===== src/rtl/input_pp_pkg.sv =====
// Shared constants and helpers for the input row ping-pong buffer.
//   padded_w()       : width in bits of a padded output row
//   PAD_L_BIT/_R_BIT : bit positions inside the 2-bit pad-enable field
//   DEF_*            : default parameter values
package input_pp_pkg;

  localparam int unsigned DEF_DW        = 8;
  localparam int unsigned DEF_ROW_LEN   = 32;
  localparam int unsigned DEF_PAD_W     = 1;
  localparam int unsigned DEF_AUTO_SWAP = 0;

  localparam int unsigned PAD_L_BIT = 1;
  localparam int unsigned PAD_R_BIT = 0;

  // Bits in one row including PAD_W pad pixels on each side.
  function automatic int unsigned padded_w(input int unsigned row_len,
                                           input int unsigned pad_w,
                                           input int unsigned dw);
    return (row_len + 2 * pad_w) * dw;
  endfunction

endpackage


===== src/rtl/row_bank.sv =====
// One row of pixel storage.
//   clk   : write clock
//   we    : write enable
//   waddr : pixel index to write
//   wdata : pixel value
//   rdata : whole row, pixel 0 in the most significant DW bits
module row_bank #(
  parameter int unsigned DW      = 8,
  parameter int unsigned ROW_LEN = 32,
  parameter int unsigned AW      = 5
) (
  input  logic                  clk,
  input  logic                  we,
  input  logic [AW-1:0]         waddr,
  input  logic [DW-1:0]         wdata,
  output logic [ROW_LEN*DW-1:0] rdata
);

  logic [DW-1:0] mem [ROW_LEN];

  // Storage is not reset; validity is tracked by the owner.
  always_ff @(posedge clk) begin
    if (we) mem[waddr] <= wdata;
  end

  for (genvar g = 0; g < ROW_LEN; g++) begin : g_rd
    assign rdata[(ROW_LEN-1-g)*DW +: DW] = mem[g];
  end

endmodule


===== src/rtl/input_row_pingpong_buffer.sv =====
// Serial-to-parallel row buffer with two ping-pong banks and edge padding.
//   clk, rst           : clock, synchronous active-high reset
//   en                 : global enable, low freezes all state
//   i_data_din/_vld    : serial pixel input; o_din_rdy = write bank has room
//   input_padding      : pad pixel value, latched with i_pad_en at bank swap
//   i_pad_en           : bit1 left pad enable, bit0 right pad enable
//   i_switch_pingpong  : swap request (ignored when AUTO_SWAP=1)
//   o_row_vld/i_row_rdy: row handshake for parallel_data
//   parallel_data      : padded row, pixel 0 at the MSB
//   o_overflow         : sticky, pixel offered while write bank full
module input_row_pingpong_buffer
  import input_pp_pkg::*;
#(
  parameter int unsigned DW        = DEF_DW,
  parameter int unsigned ROW_LEN   = DEF_ROW_LEN,
  parameter int unsigned PAD_W     = DEF_PAD_W,
  parameter int unsigned AUTO_SWAP = DEF_AUTO_SWAP
) (
  input  logic                                  clk,
  input  logic                                  rst,
  input  logic                                  en,
  input  logic [DW-1:0]                         i_data_din,
  input  logic                                  i_data_din_vld,
  output logic                                  o_din_rdy,
  input  logic [DW-1:0]                         input_padding,
  input  logic [1:0]                            i_pad_en,
  input  logic                                  i_switch_pingpong,
  output logic                                  o_row_vld,
  input  logic                                  i_row_rdy,
  output logic [padded_w(ROW_LEN,PAD_W,DW)-1:0] parallel_data,
  output logic                                  o_overflow
);

  localparam int unsigned OW     = padded_w(ROW_LEN, PAD_W, DW);
  localparam int unsigned RW     = ROW_LEN * DW;
  localparam int unsigned CW     = (ROW_LEN > 1) ? $clog2(ROW_LEN) : 1;
  localparam bit          AUTO_C = (AUTO_SWAP != 0);

  logic          wr_sel;
  logic [1:0]    full;
  logic          rd_owned;
  logic [CW-1:0] wcnt;
  logic [DW-1:0] pad_l_q;
  logic [DW-1:0] pad_r_q;

  logic          wr_full_c;
  logic          rd_full_c;
  logic          accept_c;
  logic          last_c;
  logic          swap_c;
  logic          hs_c;
  logic [RW-1:0] bank0_rd_c;
  logic [RW-1:0] bank1_rd_c;
  logic [RW-1:0] rd_data_c;
  logic [OW-1:0] row_c;

  assign wr_full_c = full[wr_sel];
  assign rd_full_c = full[~wr_sel];
  assign o_din_rdy = en & ~wr_full_c;
  assign accept_c  = en & i_data_din_vld & o_din_rdy;
  assign last_c    = (wcnt == CW'(ROW_LEN - 1));
  // Swap needs the read bank empty, handshake needs it full: never both.
  assign swap_c    = en & wr_full_c & ~rd_full_c & (AUTO_C | i_switch_pingpong);
  assign hs_c      = en & o_row_vld & i_row_rdy & rd_full_c & rd_owned;

  row_bank #(.DW(DW), .ROW_LEN(ROW_LEN), .AW(CW)) u_bank0 (
    .clk   (clk),
    .we    (accept_c & ~wr_sel),
    .waddr (wcnt),
    .wdata (i_data_din),
    .rdata (bank0_rd_c)
  );

  row_bank #(.DW(DW), .ROW_LEN(ROW_LEN), .AW(CW)) u_bank1 (
    .clk   (clk),
    .we    (accept_c & wr_sel),
    .waddr (wcnt),
    .wdata (i_data_din),
    .rdata (bank1_rd_c)
  );

  // Read bank is always the one not being written.
  assign rd_data_c = wr_sel ? bank0_rd_c : bank1_rd_c;

  // Padded row: left pads at the MSB end, right pads at the LSB end.
  for (genvar g = 0; g < PAD_W; g++) begin : g_pad
    assign row_c[OW-1-g*DW -: DW]    = pad_l_q;
    assign row_c[(PAD_W-1-g)*DW +: DW] = pad_r_q;
  end
  assign row_c[OW-1-PAD_W*DW -: RW] = rd_data_c;

  // Bank control, padding latch, output row register.
  always_ff @(posedge clk) begin
    if (rst) begin
      wr_sel        <= 1'b0;
      full          <= 2'b00;
      rd_owned      <= 1'b0;
      wcnt          <= '0;
      pad_l_q       <= '0;
      pad_r_q       <= '0;
      o_row_vld     <= 1'b0;
      o_overflow    <= 1'b0;
      parallel_data <= '0;
    end else begin
      if (accept_c) begin
        wcnt <= last_c ? '0 : wcnt + CW'(1);
        if (last_c) full[wr_sel] <= 1'b1;
      end
      if (swap_c) begin
        wr_sel   <= ~wr_sel;
        rd_owned <= 1'b1;
        pad_l_q  <= i_pad_en[PAD_L_BIT] ? input_padding : '0;
        pad_r_q  <= i_pad_en[PAD_R_BIT] ? input_padding : '0;
      end
      if (hs_c) begin
        full[~wr_sel] <= 1'b0;
        rd_owned      <= 1'b0;
      end
      if (en & i_data_din_vld & wr_full_c) o_overflow <= 1'b1;
      if (en) begin
        o_row_vld <= rd_full_c & rd_owned;
        // Read bank and pads are static while owned, so the row holds stable.
        if (rd_full_c & rd_owned) parallel_data <= row_c;
      end
    end
  end

endmodule


===== config.mk =====
export PLATFORM = sky130hd
export DESIGN_NAME = input_row_pingpong_buffer
export DESIGN_NICKNAME = d
export VERILOG_FILES = /design/src/rtl/input_pp_pkg.sv /design/src/rtl/row_bank.sv /design/src/rtl/input_row_pingpong_buffer.sv
export SDC_FILE = /design/constraint.sdc
export NUM_CORES = 1
export LEC_CHECK = 0
export CAP_MARGIN = 15
export CORE_MARGIN = 8
export CORE_UTILIZATION = 30
export DETAILED_ROUTE_END_ITERATION = 10
export PLACE_DENSITY_LB_ADDON = 0.12
export SLEW_MARGIN = 15
export SYNTH_ARGS = -nofsm -noshare
export SYNTH_HDL_FRONTEND = slang
export SYNTH_HIERARCHICAL = 1
export SYNTH_SLANG_ARGS = --single-unit

===== constraint.sdc =====
create_clock -name clk -period 2.5 [get_ports clk]
set_input_delay 0.5 -clock clk [delete_from_list [all_inputs] [get_ports clk]]
set_output_delay 0.5 -clock clk [all_outputs]
set_load 0.01 [all_outputs]

# --- Word level (Yosys, flattened, before mapping) ---
# Memories as Yosys holds them, arrays and structs flattened.
# Cells that the tools add are included.
op_classes:
  eq_ne: 1
  muxes: 20
  n_addsub: 1
  magnitude_cmp: 4
  reduce_logical: 4
  bitwise_logic: 20
op_table:
  columns: ["cell", "n"]
  rows:
  - ["$mux W256", 1]
  - ["$mux W8", 2]
  - ["$and A1 B1 Y1", 14]
  - ["$mux W1", 10]
  - ["$mux W2", 4]
  - ["$add A5 B1 Y5 const B", 1]
  - ["$eq A5 B5 Y1 const B", 1]
  - ["$mux W5", 1]
  - ["$lt A1 B2 Y1 const B", 2]
  - ["$not A1 Y1", 3]
  - ["$and A2 B2 Y2", 1]
  - ["$demux W1 S1", 2]
  - ["$ge A1 B1 Y1 const B", 2]
  - ["$logic_and A1 B1 Y1", 2]
  - ["$not A2 Y2", 1]
  - ["$or A2 B2 Y2", 1]
  - ["$reduce_and A2 Y1", 1]
  - ["$reduce_or A2 Y1", 1]
totals:
  reg_bits: 299
  wordCells: 61
  mem_bits_rw: 512
  n_memories: 2
mem_list:
  columns: ["name", "words", "word_bits", "rd", "rd_ports_with_merged_regs", "write_ports", "line", "rtl"]
  rows:
  - ["u_bank0.mem", 32, 8, 32, 0, 1, "row_bank.sv:19", "logic [DW-1:0] mem [ROW_LEN];"]
  - ["u_bank1.mem", 32, 8, 32, 0, 1, "row_bank.sv:19", null]

# --- Depth between registers and ports, before layout ---
depth:
  depth_word: 10
  depth_mapped: 6
  ltp_nobuf: 6

# --- Cells and area by module ---
# Netlist, hierarchy kept.
modules_own_cells:
  columns: ["mod", "n_inst", "area_each_um2", "cells_per_inst", "seq_area_each_um2"]
  rows:
  - ["row_bank", 2, 7921.3, 303, 7687.4]
  - ["input_row_pingpong_buffer", 1, 13411.6, 1381, 5985.7]

# --- Least setup slack after synthesis ---
# Ideal clock, no wire load.
synth_timing:
  path_kind: "flip-flop to flip-flop"
  start: "register wr_sel"
  end: "memory u_bank1.mem[0][0], enable pin"
  setup_slack_ns: -0.288
  n_path_buf: 3
  synth_period_minus_slack_ns: 2.788
  setup_time_ns: 0.370
  stages_incl_launch_ff: 7
  arrival_ns: 2.417
  required_ns: 2.130
  path_cell_list: "dfxtp_1 -> buf_6 -> buf_4 -> clkbuf_1 -> nor3b_1 -> or4b_4 -> nor2_1"
synth_between:
  elab_chain_cells: 8
synth_lines:
  columns: ["item", "line", "rtl"]
  rows:
  - ["start: declaration", "input_row_pingpong_buffer.sv:39", "logic wr_sel;"]
  - ["start signal: assignment", "input_row_pingpong_buffer.sv:110", "wr_sel <= ~wr_sel;"]
  - ["$mux W1 (implied by the code) (2 in a row)", "input_row_pingpong_buffer.sv:57", "assign wr_full_c = full[wr_sel];"]
  - ["$not A1 Y1", "input_row_pingpong_buffer.sv:59", "assign o_din_rdy = en & ~wr_full_c;"]
  - ["$and A1 B1 Y1", "input_row_pingpong_buffer.sv:59", null]
  - ["$and A1 B1 Y1", "input_row_pingpong_buffer.sv:60", "assign accept_c = en & i_data_din_vld & o_din_rdy;"]
  - ["$and A1 B1 Y1 *", "input_row_pingpong_buffer.sv:76", ".we (accept_c & wr_sel),"]
  - ["$mux W1 *", "row_bank.sv:23", "if (we) mem[waddr] <= wdata;"]
  - ["$mux W1 (implied by the code) *", "row_bank.sv:23", null]
  - ["end: declaration", "row_bank.sv:19", null]
# Every way passes the cells marked *; elsewhere a longest branch is shown, timed or not. The select of a mux whose other input is x is not followed.

# --- Final worst setup path ---
layout_timing:
  start: "register full[0]"
  end: "output o_din_rdy"
layout_between:
  elab_chain_cells: 4
layout_lines:
  columns: ["item", "line", "rtl"]
  rows:
  - ["start: declaration", "input_row_pingpong_buffer.sv:40", "logic [1:0] full;"]
  - ["start signal: assignment", "input_row_pingpong_buffer.sv:96", "full <= 2'b00;"]
  - ["start signal: indexed assignment", "input_row_pingpong_buffer.sv:107", "if (last_c) full[wr_sel] <= 1'b1;"]
  - ["start signal: indexed assignment", "input_row_pingpong_buffer.sv:116", "full[~wr_sel] <= 1'b0;"]
  - ["$mux W1 (implied by the code) (2 in a row)", "input_row_pingpong_buffer.sv:57", null]
  - ["$not A1 Y1", "input_row_pingpong_buffer.sv:59", null]
  - ["$and A1 B1 Y1", "input_row_pingpong_buffer.sv:59", null]
  - ["end: declaration", "input_row_pingpong_buffer.sv:24", "output logic o_din_rdy,"]
# Every way passes these cells. The select of a mux whose other input is x is not followed.

==> flow_metrics.tcl <==
set metrics [dict create \
    cap_violations 0 \
    routed-via-count 17900 \
    fill_cells 9005 \
    use_met1_pct 20.5 \
    numPortBuffers 298 \
    worstMarginPinSlew_ns 0.759 \
    fmax_mhz 460 \
    fin_crit_sh_pct 86.9 \
    diodes 0 \
    grt_pass1_wl_um 127000 \
    cts.sinks 811 \
    crit_path_end "o_din_rdy" \
    dp_slack_ns -0.262 \
    antenna_found_initial 0 \
    crit_path_start_kind "flop" \
    clockRootBuffer "clkbuf_16" \
    wire_per_inst_um 23.2 \
    drt_pass1_iterations 5 \
    timing.reg2reg.setup_slack_ns 0.37 \
    met3_usage_pct 2.72 \
    die_h_um 328 \
    syn-cell-area_mm2 0.0293 \
    p_leak_uw 0.0113 \
    initialDrtViolationCount 1139 \
    yosysSeqAreaShare_pct 73.0 \
    num_rows 114 \
    synth_fp_nets 2013 \
    fin_util_pct 38.8 \
    clkTransAtPathRegs_ns 0.06 \
    fin_ws_ns 0.327 \
    die_w_um 328 \
    final_nets 2402 \
    globalRouteMet2Util_pct 26.4 \
    ant_nets 0 \
    drive_above_1_share_pct 13.2 \
    hpwl_um 58000 \
    power_density_mw_per_mm2 726 \
    finClkSkew_ns 0.0296 \
    cts_buffers 89 \
    grt_pass1_vias 18600 \
    syn_area_per_cell_um2 14.7 \
    grt_overflow 0 \
    wirelength_um 86300 \
    synth_cell_type_count 42 \
    start_util_pct 30.3 \
    holdBufCountCts 0 \
    die-area_mm2 0.108 \
    htree_num_levels 3 \
    via_per_inst 4.81 \
    grt_use_total_pct 15.5 \
    worstReg2RegEnd "parallel_data[24]" \
    crit_arrival_ns 1.67 \
    timing.rr.start "wr_sel" \
    worst-endpoint-required_ns 2.00 \
    ys_ff_latch 811 \
    core_mm2 0.0967 \
    setup_violations 0 \
    reg2reg_depth 7 \
    drc 0 \
    ios 299 \
    hold_path.class "primary input to flop" \
    peakVddDrop_mv 0.408 \
    power_uw 27300 \
    grt_max_degree 83 \
    netlist_instances 1987 \
    period_minus_slack_ns 2.17 \
    clock_latency_ns 0.62 \
    status "finished, final reports clean" \
    synth_warnings 6 \
    gp_congestion 0.742 \
    rsz0062_at_grt "false" \
    clockBufferDepth 3 \
    endpoint_kind "output port" \
    top_usage_layer "met2" \
    relSlewSlack_pct 49.4 \
    critPathKind "flop to output port" \
    cts_tree "done" \
    crit_start "full[0]" \
    finalMaxSlewViolations 0 \
    path_max_fanout 8 \
    synthToLayoutAreaGrowth_pct 28.3 \
    hold_violations 0 \
]
[through the flow]
step,cell area [µm²],setup TNS [ns],std cells,hold slack [ns]
final,37500,0,3726,0.134
after CTS,37500,0,3726,0.0898
after floorplan,29300,-3.67,1987,0.435
after detailed placement,34700,-53.19,3560,0.447
after global placement,34700,-39.52,3560,0.449
after global routing,37500,0,3726,0.105
[cells in the mapped netlist]
cell type | n | area (µm²)
nand2b_1 | 5 | 31.3
ha_1 | 2 | 25.0
mux2i_4 | 1 | 22.5
edfxtp_1 | 512 | 15400
a21oi_1 | 279 | 1400
or3_1 | 1 | 6.26
or4_1 | 3 | 22.5
or4b_4 | 3 | 41.3
and3_1 | 2 | 12.5
o21ai_0 | 17 | 85.1
mux2_2 | 1 | 11.3
nor3_1 | 2 | 10.0
inv_2 | 1 | 3.75
a31oi_1 | 2 | 12.5
nand4bb_1 | 6 | 67.6
nand4_1 | 2 | 12.5
o221a_1 | 1 | 11.3
nor3b_1 | 1 | 7.51
dfxtp_1 | 299 | 5990
nand4b_1 | 7 | 61.3
buf_1 | 8 | 30.0
or2_2 | 2 | 12.5
a211oi_1 | 256 | 1920
nand2_1 | 25 | 93.8
o31ai_1 | 3 | 22.5
clkbuf_1 | 70 | 263
mux2_1 | 1 | 11.3
nand3_1 | 32 | 160
and2_1 | 1 | 6.26
buf_4 | 2 | 15.0
buf_6 | 3 | 33.8
nor2b_1 | 1 | 6.26
or3b_1 | 1 | 8.76
o21ai_1 | 3 | 15.0
nor2_1 | 70 | 263
buf_2 | 84 | 420
nand3b_1 | 1 | 7.51
a21oi_2 | 1 | 8.76
inv_1 | 2 | 7.51
mux2_4 | 1 | 15.0
o32ai_1 | 1 | 8.76
mux2i_1 | 272 | 2720
[power by group]
group | internal, µW | total [µW] | switching (µW)
Combinational | 97.0 | 412 | 315
Clock | 7400 | 12600 | 5220
Sequential | 14200 | 14200 | 4.46
[cell usage in the layout (no fill, tap or decap), drive strengths merged, types with 30 or more instances in the layout]
| cell type | synthesis | layout |
|---|---|---|
| a211oi | 256 | 256 |
| edfxtp | 512 | 512 |
| nor2 | 70 | 70 |
| clkinv | 0 | 30 |
| buf | 97 | 176 |
| nand3 | 32 | 32 |
| mux2i | 273 | 273 |
| a21oi | 280 | 280 |
| clkdlybuf4s50 | 0 | 288 |
| clkbuf | 70 | 122 |
| dfxtp | 299 | 299 |
[worst max-delay path, cell delays in order, from the launching register on]
cell and delay, ns:
dfxtp_2 0.38, mux2_4 0.31, nor2_1 0.09, dlygate4sd2_1 0.28
[state kept, by name, summed over array words and instances (netlist names)]
register and count:
full 2, pad_r_q 8, parallel_data 272, pad_l_q 8, o_overflow 1, wr_sel 1
wcnt 5, u_bank0/mem 256, o_row_vld 1, rd_owned 1, u_bank1/mem 256
[worst min-delay path by stage]
stage | start | end | slack [ns] | cells past startpoint
finish | i_data_din[1] | u_bank0/mem[31][1] | 0.13 | 1
global route | i_data_din[1] | u_bank0/mem[31][1] | 0.10 | 1
CTS | i_data_din[1] | u_bank0/mem[31][1] | 0.09 | 1
global placement | pad_l_q[6] | pad_l_q[6] | 0.45 | 2
detailed placement | pad_r_q[7] | pad_r_q[7] | 0.45 | 2
floorplan | pad_l_q[0] | pad_l_q[0] | 0.43 | 2
[cell type report]
type | count | area, µm² | share of cell area, %
timing repair buffer | 465 | 4580 | 12.2
sequential | 811 | 21400 | 56.9
clock inverter | 43 | 378 | 1.01
multi-input combinational | 1006 | 7160 | 19.1
tap | 1276 | 1600 | 4.25
clock buffer | 122 | 2450 | 6.53
inverter | 3 | 11.3 | 0.0300
[cell families after synthesis]
kind of cell | count (synthesis) | synth area share (%)
adder cells (fa/ha/maj) | 2 | 0.0855
AO/OA/AOI/OAI | 563 | 11.9
buffers and inverters | 170 | 2.64
AND/OR/NAND/NOR | 165 | 2.84
flip-flops | 811 | 73.0
multiplexers | 276 | 9.51
[layer usage]
| layer | wire, µm | part of all wire, % |
|---|---|---|
| met5 | 0 | 0 |
| met3 | 3900 | 4.5 |
| met1 | 38400 | 44 |
| met4 | 1710 | 2.0 |
| met2 | 42300 | 49 |
[what timing repair did]
action | 4_1_cts | 5_1_grt
buffers inserted | 1 | 0
gates resized for setup | 3 | 0
endpoints found under the setup margin | 1 | 0
Power figures use the tool's default switching activity.
